File: config.mk
export PLATFORM = sky130hd
export DESIGN_NAME = piso_serializer
export DESIGN_NICKNAME = d
export VERILOG_FILES = /design/src/rtl/piso_serializer.sv
export SDC_FILE = /design/constraint.sdc
export NUM_CORES = 1
export LEC_CHECK = 0
export ABC_AREA = 0
export CORE_MARGIN = 4
export CORE_UTILIZATION = 43
export DETAILED_ROUTE_END_ITERATION = 16
export GPL_TIMING_DRIVEN = 0
export HOLD_SLACK_MARGIN = 0.12
export PLACE_DENSITY = 0.73
export SYNTH_ARGS = -nofsm -noshare
export SYNTH_HDL_FRONTEND = slang
export SYNTH_SLANG_ARGS = --single-unit
File: constraint.sdc
create_clock -name clk -period 1.6 [get_ports clk]
set_clock_uncertainty 0.15 [all_clocks]
set_input_delay 0.4 -clock clk [delete_from_list [all_inputs] [get_ports clk]]
set_output_delay 0.4 -clock clk [all_outputs]
set_load 0.005 [all_outputs]
File: src/rtl/piso_serializer.sv
// Parallel-in serial-out stage: takes a WIDTH-bit word over a valid/ready handshake,
// streams it out one bit per accepted cycle and then raises a one-cycle done pulse.
module piso_serializer #(
    parameter int WIDTH     = 8,
    parameter bit MSB_FIRST = 1'b1
) (
    input  logic             clk,
    input  logic             rst_n,
    input  logic [WIDTH-1:0] d,
    input  logic             load_valid,
    output logic             load_ready,
    input  logic             sout_ready,
    output logic             sout,
    output logic             sout_valid,
    output logic             done,
    output logic             busy
);

    localparam int CW = $clog2(WIDTH);

    typedef enum logic [1:0] {
        S_IDLE,
        S_SHIFT,
        S_DONE
    } state_t;

    state_t          state, state_next;
    logic [WIDTH-1:0] sreg, sreg_next;
    logic [CW-1:0]    cnt, cnt_next;

    // State, shift register and bit counter update; reset abandons any frame in flight.
    always_ff @(posedge clk) begin
        if (!rst_n) begin
            state <= S_IDLE;
            sreg  <= '0;
            cnt   <= '0;
        end else begin
            state <= state_next;
            sreg  <= sreg_next;
            cnt   <= cnt_next;
        end
    end

    // Next-state logic and state-decoded outputs; the counter holds the bits left after the current one.
    always_comb begin
        state_next = state;
        sreg_next  = sreg;
        cnt_next   = cnt;
        load_ready = 1'b0;
        sout       = 1'b0;
        sout_valid = 1'b0;
        done       = 1'b0;
        busy       = 1'b0;

        case (state)
            S_IDLE: begin
                load_ready = 1'b1;
                if (load_valid) begin
                    state_next = S_SHIFT;
                    sreg_next  = d;
                    cnt_next   = CW'(WIDTH - 1);
                end
            end

            S_SHIFT: begin
                sout_valid = 1'b1;
                busy       = 1'b1;
                sout       = MSB_FIRST ? sreg[WIDTH-1] : sreg[0];
                if (sout_ready) begin
                    if (cnt != '0) begin
                        sreg_next = MSB_FIRST ? {sreg[WIDTH-2:0], 1'b0}
                                              : {1'b0, sreg[WIDTH-1:1]};
                        cnt_next  = cnt - CW'(1);
                    end else begin
                        state_next = S_DONE;
                    end
                end
            end

            S_DONE: begin
                done       = 1'b1;
                busy       = 1'b1;
                state_next = S_IDLE;
            end

            default: begin
                state_next = S_IDLE;
            end
        endcase
    end

endmodule

# --- Word-level counts from Yosys, hierarchy flattened ---
# Cells that the tools add are included.
op_classes:
  n_addsub: 1
  eq_ne: 6
  muxes: 17
  n_reduce_logical: 6
op_table:
  columns: ["operator", "n"]
  rows:
  - ["two-way mux 8 bit", 3]
  - ["case mux 8 bit (2 select lines)", 1]
  - ["two-way mux 3 bit", 3]
  - ["inequality test 2 bit (second input constant)", 4]
  - ["two-way mux 2 bit", 3]
  - ["case mux 3 bit (2 select lines)", 1]
  - ["two-way mux 1 bit", 5]
  - ["case mux 2 bit (2 select lines)", 1]
  - ["AND reduction 4 bit", 1]
  - ["AND reduction 3 bit", 1]
  - ["nonzero test 3 bit", 1]
  - ["subtractor 3 x 1 -> 3 bit (second input constant)", 1]
  - ["equality test 2 x 1 -> 1 bit (second input constant)", 1]
  - ["equality test 2 bit (second input constant)", 1]
  - ["logical NOT 2 bit", 1]
  - ["nonzero test 2 bit", 1]
  - ["OR reduction 2 bit", 1]
word_totals:
  regBits: 13
  inputBits: 12
  output_inout_bits: 5
  elab_cells: 33

# --- Longest topological paths before layout ---
# Gate-level depths: netlist of run 1.
logic_depth:
  ltp_word: 4
  mapped_depth: 7
  mapped_depth_nobuf: 6

# --- Worst setup path before layout of run 1 ---
# OpenSTA, ideal clock, no wires.
synth_path:
  kind: "reg2reg"
  start: "register state[0]"
  end: "register cnt[0]"
  setup_ns: 0.115
  t_arrival_ns: 1.378
  required_time_ns: 1.335
  slack_ns: -0.042
  path_stages_with_launch: 8
  n_path_buf: 1
  period_less_slack_ns: 1.642
  path_cell_list: "dfxtp_1 inv_1 ha_1 nor2b_1 a31o_1 and2_4 buf_6 o21a_1"
synth_via:
  elab_chain_cells: 3
  word_cells_on_any_way: 8
  classes_between: "4 x eq/ne; 1 x mux; 3 x reduce/logical"
synth_lines:
  columns: ["element", "line", "source"]
  rows:
  - ["start: declaration", "27", "state_t state, state_next;"]
  - ["start signal: assignment", "38", "state <= state_next;"]
  - ["equality test 2 x 1 -> 1 bit or logical NOT 2 bit (tied branches)", "55", "case (state)"]
  - ["inequality test 2 bit (no source line) or nonzero test 2 bit (tied branches)", null, null]
  - ["AND reduction 4 bit (no source line)", null, null]
  - ["end signal: assignment", "40", "cnt <= cnt_next;"]
  - ["end: declaration", "29", "logic [CW-1:0] cnt, cnt_next;"]
# Several ways; a longest one is shown, not always the timed one.
# A chain may end at the register's enable or synchronous reset.

# --- Worst setup path after layout of run 1 ---
layout_path:
  start: "register state[1]"
  end: "output port sout"
layout_via:
  elab_chain_cells: 2
layout_lines:
  columns: ["element", "line", "source"]
  rows:
  - ["equality test 2 x 1 -> 1 bit", "55", null]
  - ["two-way mux 1 bit", "55", null]
  - ["end: declaration", "13", "output logic sout,"]
# Every way passes these cells.

==> results.sh, run 1 <==
export IMPL_syn2layout_area_growth_pct=41.5
export IMPL_die_y_um=49.8
export IMPL_dp_cells=106
export IMPL_p_leak_nw=0.423
export IMPL_cp_start_kind="flip-flop"
export IMPL_drt_iter0_drc=5
export IMPL_drc=0
export IMPL_diodes=0
export IMPL_critPathMaxFanout=3
export IMPL_gp_congestion=0.729
export IMPL_violations="negative setup slack"
export IMPL_finalHoldViolations=0
export IMPL_grt_start_max_net_pins=11
export IMPL_layout_min_cycle_time_ps=1730
export IMPL_layout_common_cells="dfxtp_1, clkdlybuf4s50_1, mux2i_1, a211oi_2, a21oi_1"
export IMPL_rsz0062_at_grt="yes"
export IMPL_finalCritPeriodShare_pct=108
export IMPL_grt_pass1_wl_um=2590
export IMPL_crit_start="state[1]"
export IMPL_synth_edff_count=0
export IMPL_final_util_pct=67.4
export IMPL_timing_rr_start="state[0]"
export IMPL_final_antenna_net_count=0
export IMPL_setup_slack_ps=-131
export IMPL_clockRootBuffer="clkbuf_4"
export IMPL_clock_path_buffers=2
export IMPL_final_cell_count_no_fill=114
export IMPL_synthesis_nets=91
export IMPL_drv_slew=0
export IMPL_synth_seq_area_share_pct=34.7
export IMPL_crit_arrival_ps=1180
export IMPL_crit_end="sout"
export IMPL_vias=631
export IMPL_grt_pass1_vias=570
export IMPL_dp_slack_ps=-504
export IMPL_grt_ovfl_total=0
export IMPL_synth_seq_cells=13
export IMPL_cts_inserted_buffers=3
export IMPL_vias_per_cell=5.54
export IMPL_numPortBuffers=16
export IMPL_wl_per_cell_um=14.8
export IMPL_rrSetupSlack_ps=-60
export IMPL_routed_wl_um=1690
export IMPL_clk_pin_slew_ps=70
export IMPL_tightest_slew_ps=300
export IMPL_ys_async_sr_fraction_pct=0
export IMPL_dp_hpwl_um=1070
export IMPL_layout_drive_gt1_share_pct=42.9
export IMPL_ff2ff_path_depth=8
export IMPL_postSynthCellCount=74
export IMPL_grt_util_all_layers_pct=13.9
export IMPL_syn_avg_cell_area_um2=10.1
export IMPL_slew_headroom_pct=80.0
export IMPL_status="finished with violations"
export IMPL_path_class="flip-flop to primary output"
export IMPL_setup_viol=7
export IMPL_ir_worst_vdd_uv=700
export IMPL_cts_tree="built"
export IMPL_yosysWarnings=0
export IMPL_antenna_found_initial=0
export IMPL_fmax_mhz=578
export IMPL_fp_coreArea_um2=1580
export IMPL_fin_nets=116
export IMPL_synthFlopType="dfxtp_1"
export IMPL_syn_area_um2=751
export IMPL_die_x_um=49.8
export IMPL_cts_max_level=1
export IMPL_finalPower_mw=1.17
export IMPL_insertion_delay_ps=280
export IMPL_power_density_nw_per_um2=1100
export IMPL_row_count=14
export IMPL_die_area_um2=2480
export IMPL_hold_class="flip-flop to flip-flop"
export IMPL_crit_required_ps=1050
export IMPL_end_kind="primary output"
export IMPL_max_cap_violations=0
export IMPL_cts_sinks=13
export IMPL_io_pin_count=17
export IMPL_ys_types=24
export IMPL_r2r_end="sreg[7]"
export IMPL_initial_utilization_pct=47.6
export IMPL_drtPass1Iterations=4
[timing repair]
| item | CTS | global route |
|---|---|---|
| hold buffers | 0 | 0 |
| pin swaps | 4 | 3 |
| gates cloned | 1 | 0 |
| endpoints found under the setup margin | 16 | 17 |
| resized for setup | 28 | 20 |
| setup buffers | 3 | 1 |
[final cells by class]
cell class / instances / area (µm²)
timing repair buffer: 21 / 189
inverter: 7 / 31.3
tap: 16 / 20.0
fill: 124 / 514
buffer: 4 / 42.5
multi-input combinational: 49 / 488
clock buffer: 4 / 26.3
sequential: 13 / 265
[worst min path at each step]
stage                      start  endpoint  depth (start not counted)
after floorplan           cnt[2]    cnt[2]                          1
after global placement    cnt[0]    cnt[0]                          1
after detailed placement  cnt[0]    cnt[0]                          1
after CTS                 cnt[0]    cnt[0]                          1
after global routing      cnt[0]    cnt[0]                          1
final                     cnt[0]    cnt[0]                          1
[stage by stage]
| step | hold slack [ps] | cell area (µm²) | TNS (ps) |
|---|---|---|---|
| CTS | 346 | 1000 | -1290 |
| floorplan | 304 | 753 | 0 |
| global route | 372 | 1060 | -872 |
| detailed placement | 328 | 933 | -3970 |
| finish | 339 | 1060 | -355 |
| global placement | 324 | 933 | -3800 |
[metal layers]
layer  vias up  routed length, µm  GRT usage, %
met4         0                 20          4.15
met5         -                  0             0
met2        19                796          18.9
met3         4                121          6.33
met1       288                754          19.3
li1        320                  -             -
[synth_stat cells, types with 2 or more instances]
library cell / count / area, µm²
a21oi_1: 11 / 55.1
inv_1: 7 / 26.3
buf_4: 2 / 15.0
a311oi_1: 2 / 17.5
dfxtp_1: 13 / 260
nand3_1: 2 / 10.0
mux2i_1: 7 / 70.1
a211oi_2: 7 / 87.6
ha_1: 5 / 62.6
nand2b_1: 3 / 18.8
buf_6: 2 / 22.5
[cells by family (layout without fill, tap and decap cells)]
| logic type | Yosys count | count (layout) | synth area share (%) |
|---|---|---|---|
| AOI/OAI and AO/OA | 27 | 27 | 28.8 |
| adders and majority gates | 5 | 5 | 8.33 |
| buffers and inverters | 12 | 36 | 9.67 |
| DFF | 13 | 13 | 34.7 |
| muxes | 7 | 7 | 9.33 |
| and+or+nand+nor | 10 | 10 | 9.17 |
[power breakdown]
group	internal [mW]	switching [mW]
sequential	0.386	0.0434
combinational	0.290	0.249
clock	0.0966	0.107
[state kept, by name, summed over array words and instances (netlist names)]
register	cells
cnt	3
sreg	8
state	2
[critical path, cell delays in order (launching register included)]
cell	delay (ps)
dfxtp_2	360
inv_4	50
ha_4	160
buf_8	110
and2_4	120
buf_6	100
Power figures use the tool's default switching activity.
==> inputs of run 2 (changes only) <==
- TNS_END_PERCENT: default -> 50
==> results.sh, run 2 (synthesized netlist as in run 1, its figures left out) <==
export IMPL_layout_common_cells="dfxtp_1, clkdlybuf4s50_1, a21oi_1, mux2i_1, a211oi_2"
export IMPL_dp_slack_ps=-504
export IMPL_cp_start_kind="flip-flop"
export IMPL_grt_util_all_layers_pct=13.6
export IMPL_initial_utilization_pct=47.6
export IMPL_fmax_mhz=587
export IMPL_grt_start_max_net_pins=11
export IMPL_cts_inserted_buffers=3
export IMPL_reg_top3="sreg (8), cnt (3), state (2)"
export IMPL_grt_ovfl_total=0
export IMPL_routed_wl_um=1590
export IMPL_layout_min_cycle_time_ps=1700
export IMPL_rrSetupSlack_ps=-50
export IMPL_rsz0062_at_grt="yes"
export IMPL_grt_pass1_wl_um=2550
export IMPL_largest_reg_flops=8
export IMPL_dp_cells=106
export IMPL_clk_pin_slew_ps=70
export IMPL_timing_rr_start="state[0]"
export IMPL_cts_sinks=13
export IMPL_cts_tree="built"
export IMPL_io_pin_count=17
export IMPL_path_class="flip-flop to primary output"
export IMPL_diodes=0
export IMPL_layout_drive_gt1_share_pct=36.1
export IMPL_power_density_nw_per_um2=1080
export IMPL_max_cap_violations=0
export IMPL_whs_ps=339
export IMPL_ff2ff_path_depth=7
export IMPL_final_cell_count_no_fill=113
export IMPL_drtPass1Iterations=4
export IMPL_die_x_um=49.8
export IMPL_crit_required_ps=1050
export IMPL_hold_end="cnt[0]"
export IMPL_grt_pass1_vias=576
export IMPL_largest_register="sreg"
export IMPL_min_from="cnt[0]"
export IMPL_insertion_delay_ps=280
export IMPL_end_kind="primary output"
export IMPL_crit_arrival_ps=1150
export IMPL_drc=0
export IMPL_fin_nets=115
export IMPL_row_count=14
export IMPL_nFillCells=133
export IMPL_critPathMaxFanout=3
export IMPL_final_antenna_net_count=0
export IMPL_hold_depth=1
export IMPL_wl_per_cell_um=14.0
export IMPL_vias=625
export IMPL_syn2layout_area_growth_pct=34.7
export IMPL_setup_slack_ps=-105
export IMPL_clock_path_buffers=2
export IMPL_die_area_um2=2480
export IMPL_setup_viol=14
export IMPL_violations="negative setup slack"
export IMPL_cts_max_level=1
export IMPL_antenna_found_initial=0
export IMPL_drt_iter0_drc=10
export IMPL_finalCritPeriodShare_pct=107
export IMPL_dp_hpwl_um=1070
export IMPL_gp_congestion=0.729
export IMPL_finalHoldViolations=0
export IMPL_slew_headroom_pct=62.2
export IMPL_p_leak_nw=0.405
export IMPL_numPortBuffers=16
export IMPL_fp_coreArea_um2=1580
export IMPL_status="finished with violations"
export IMPL_tightest_slew_ps=566
export IMPL_vias_per_cell=5.53
export IMPL_die_y_um=49.8
export IMPL_clockRootBuffer="clkbuf_4"
export IMPL_r2r_end="cnt[0]"
export IMPL_hold_class="flip-flop to flip-flop"
export IMPL_ir_worst_vdd_uv=707
export IMPL_drv_slew=0
[run 2: changes by cell type in the layout (fill, tap and decap cells not counted), moves of 2 or more]
cell / before / now
a21oi_1: 6 / 10
inv_2: 0 / 2
a21oi_2: 5 / 1
inv_4: 2 / 0
buf_6: 5 / 3
[run 2: through the flow]
stage	cell area, µm²	util [%]	total power, mW	TNS (ps)
after floorplan	753	-	0.742	0
after global placement	933	59.2	0.857	-3800
after detailed placement	933	59.2	0.865	-3970
after CTS	993	63.0	1.09	-863
after global routing	1010	64.1	1.17	-1390
final	1010	64.1	1.10	-526
[run 2: timing repair]
item,4_1_cts,5_1_grt
endpoints found under the setup margin,16,17
setup buffers,3,0
pin swaps,4,2
gates resized for setup,26,7
hold buffers,0,0
hold endpoints to repair,0,0
[run 2: layout make-up]
class,instances,area (µm²),area share [%]
Multi-Input combinational cell,49,449,44.4
Buffer,5,53.8,5.32
Timing Repair Buffer,19,170,16.8
Sequential cell,13,265,26.2
Clock buffer,4,26.3,2.60
Tap cell,16,20.0,1.98
Inverter,7,26.3,2.60
[run 2: critical path: stages (launching register included)]
cell and delay [ps]:
dfxtp_2 330, inv_2 50, ha_4 160, buf_8 110, and2_4 120, buf_6 100
[run 2: where the power goes]
group / leakage, nW / switching (mW) / total (mW) / internal [mW]
clock network: 0.0150 / 0.105 / 0.202 / 0.0967
registers: 0.109 / 0.0358 / 0.422 / 0.386
logic: 0.281 / 0.226 / 0.473 / 0.247
[run 2: worst max-delay path by stage]
| stage | endpoint | slack (ps) | startpoint |
|---|---|---|---|
| final | sout | -100 | state[1] |
| after global routing | sout | -160 | state[1] |
| after CTS | sout_valid | -130 | state[1] |
| after detailed placement | sout | -500 | state[1] |
| after global placement | sout | -490 | state[1] |
| after floorplan | cnt[0] | 0.3 | state[0] |
[run 2: metal layers]
metal / GRT usage [%] / wire [µm] / vias up / part of all wire [%]
met5: 0 / 0 / - / 0
met4: 4.15 / 20 / 0 / 1.3
met3: 6.33 / 113 / 4 / 7.1
met2: 18.9 / 702 / 24 / 44
met1: 18.3 / 748 / 283 / 47
li1: - / - / 314 / -
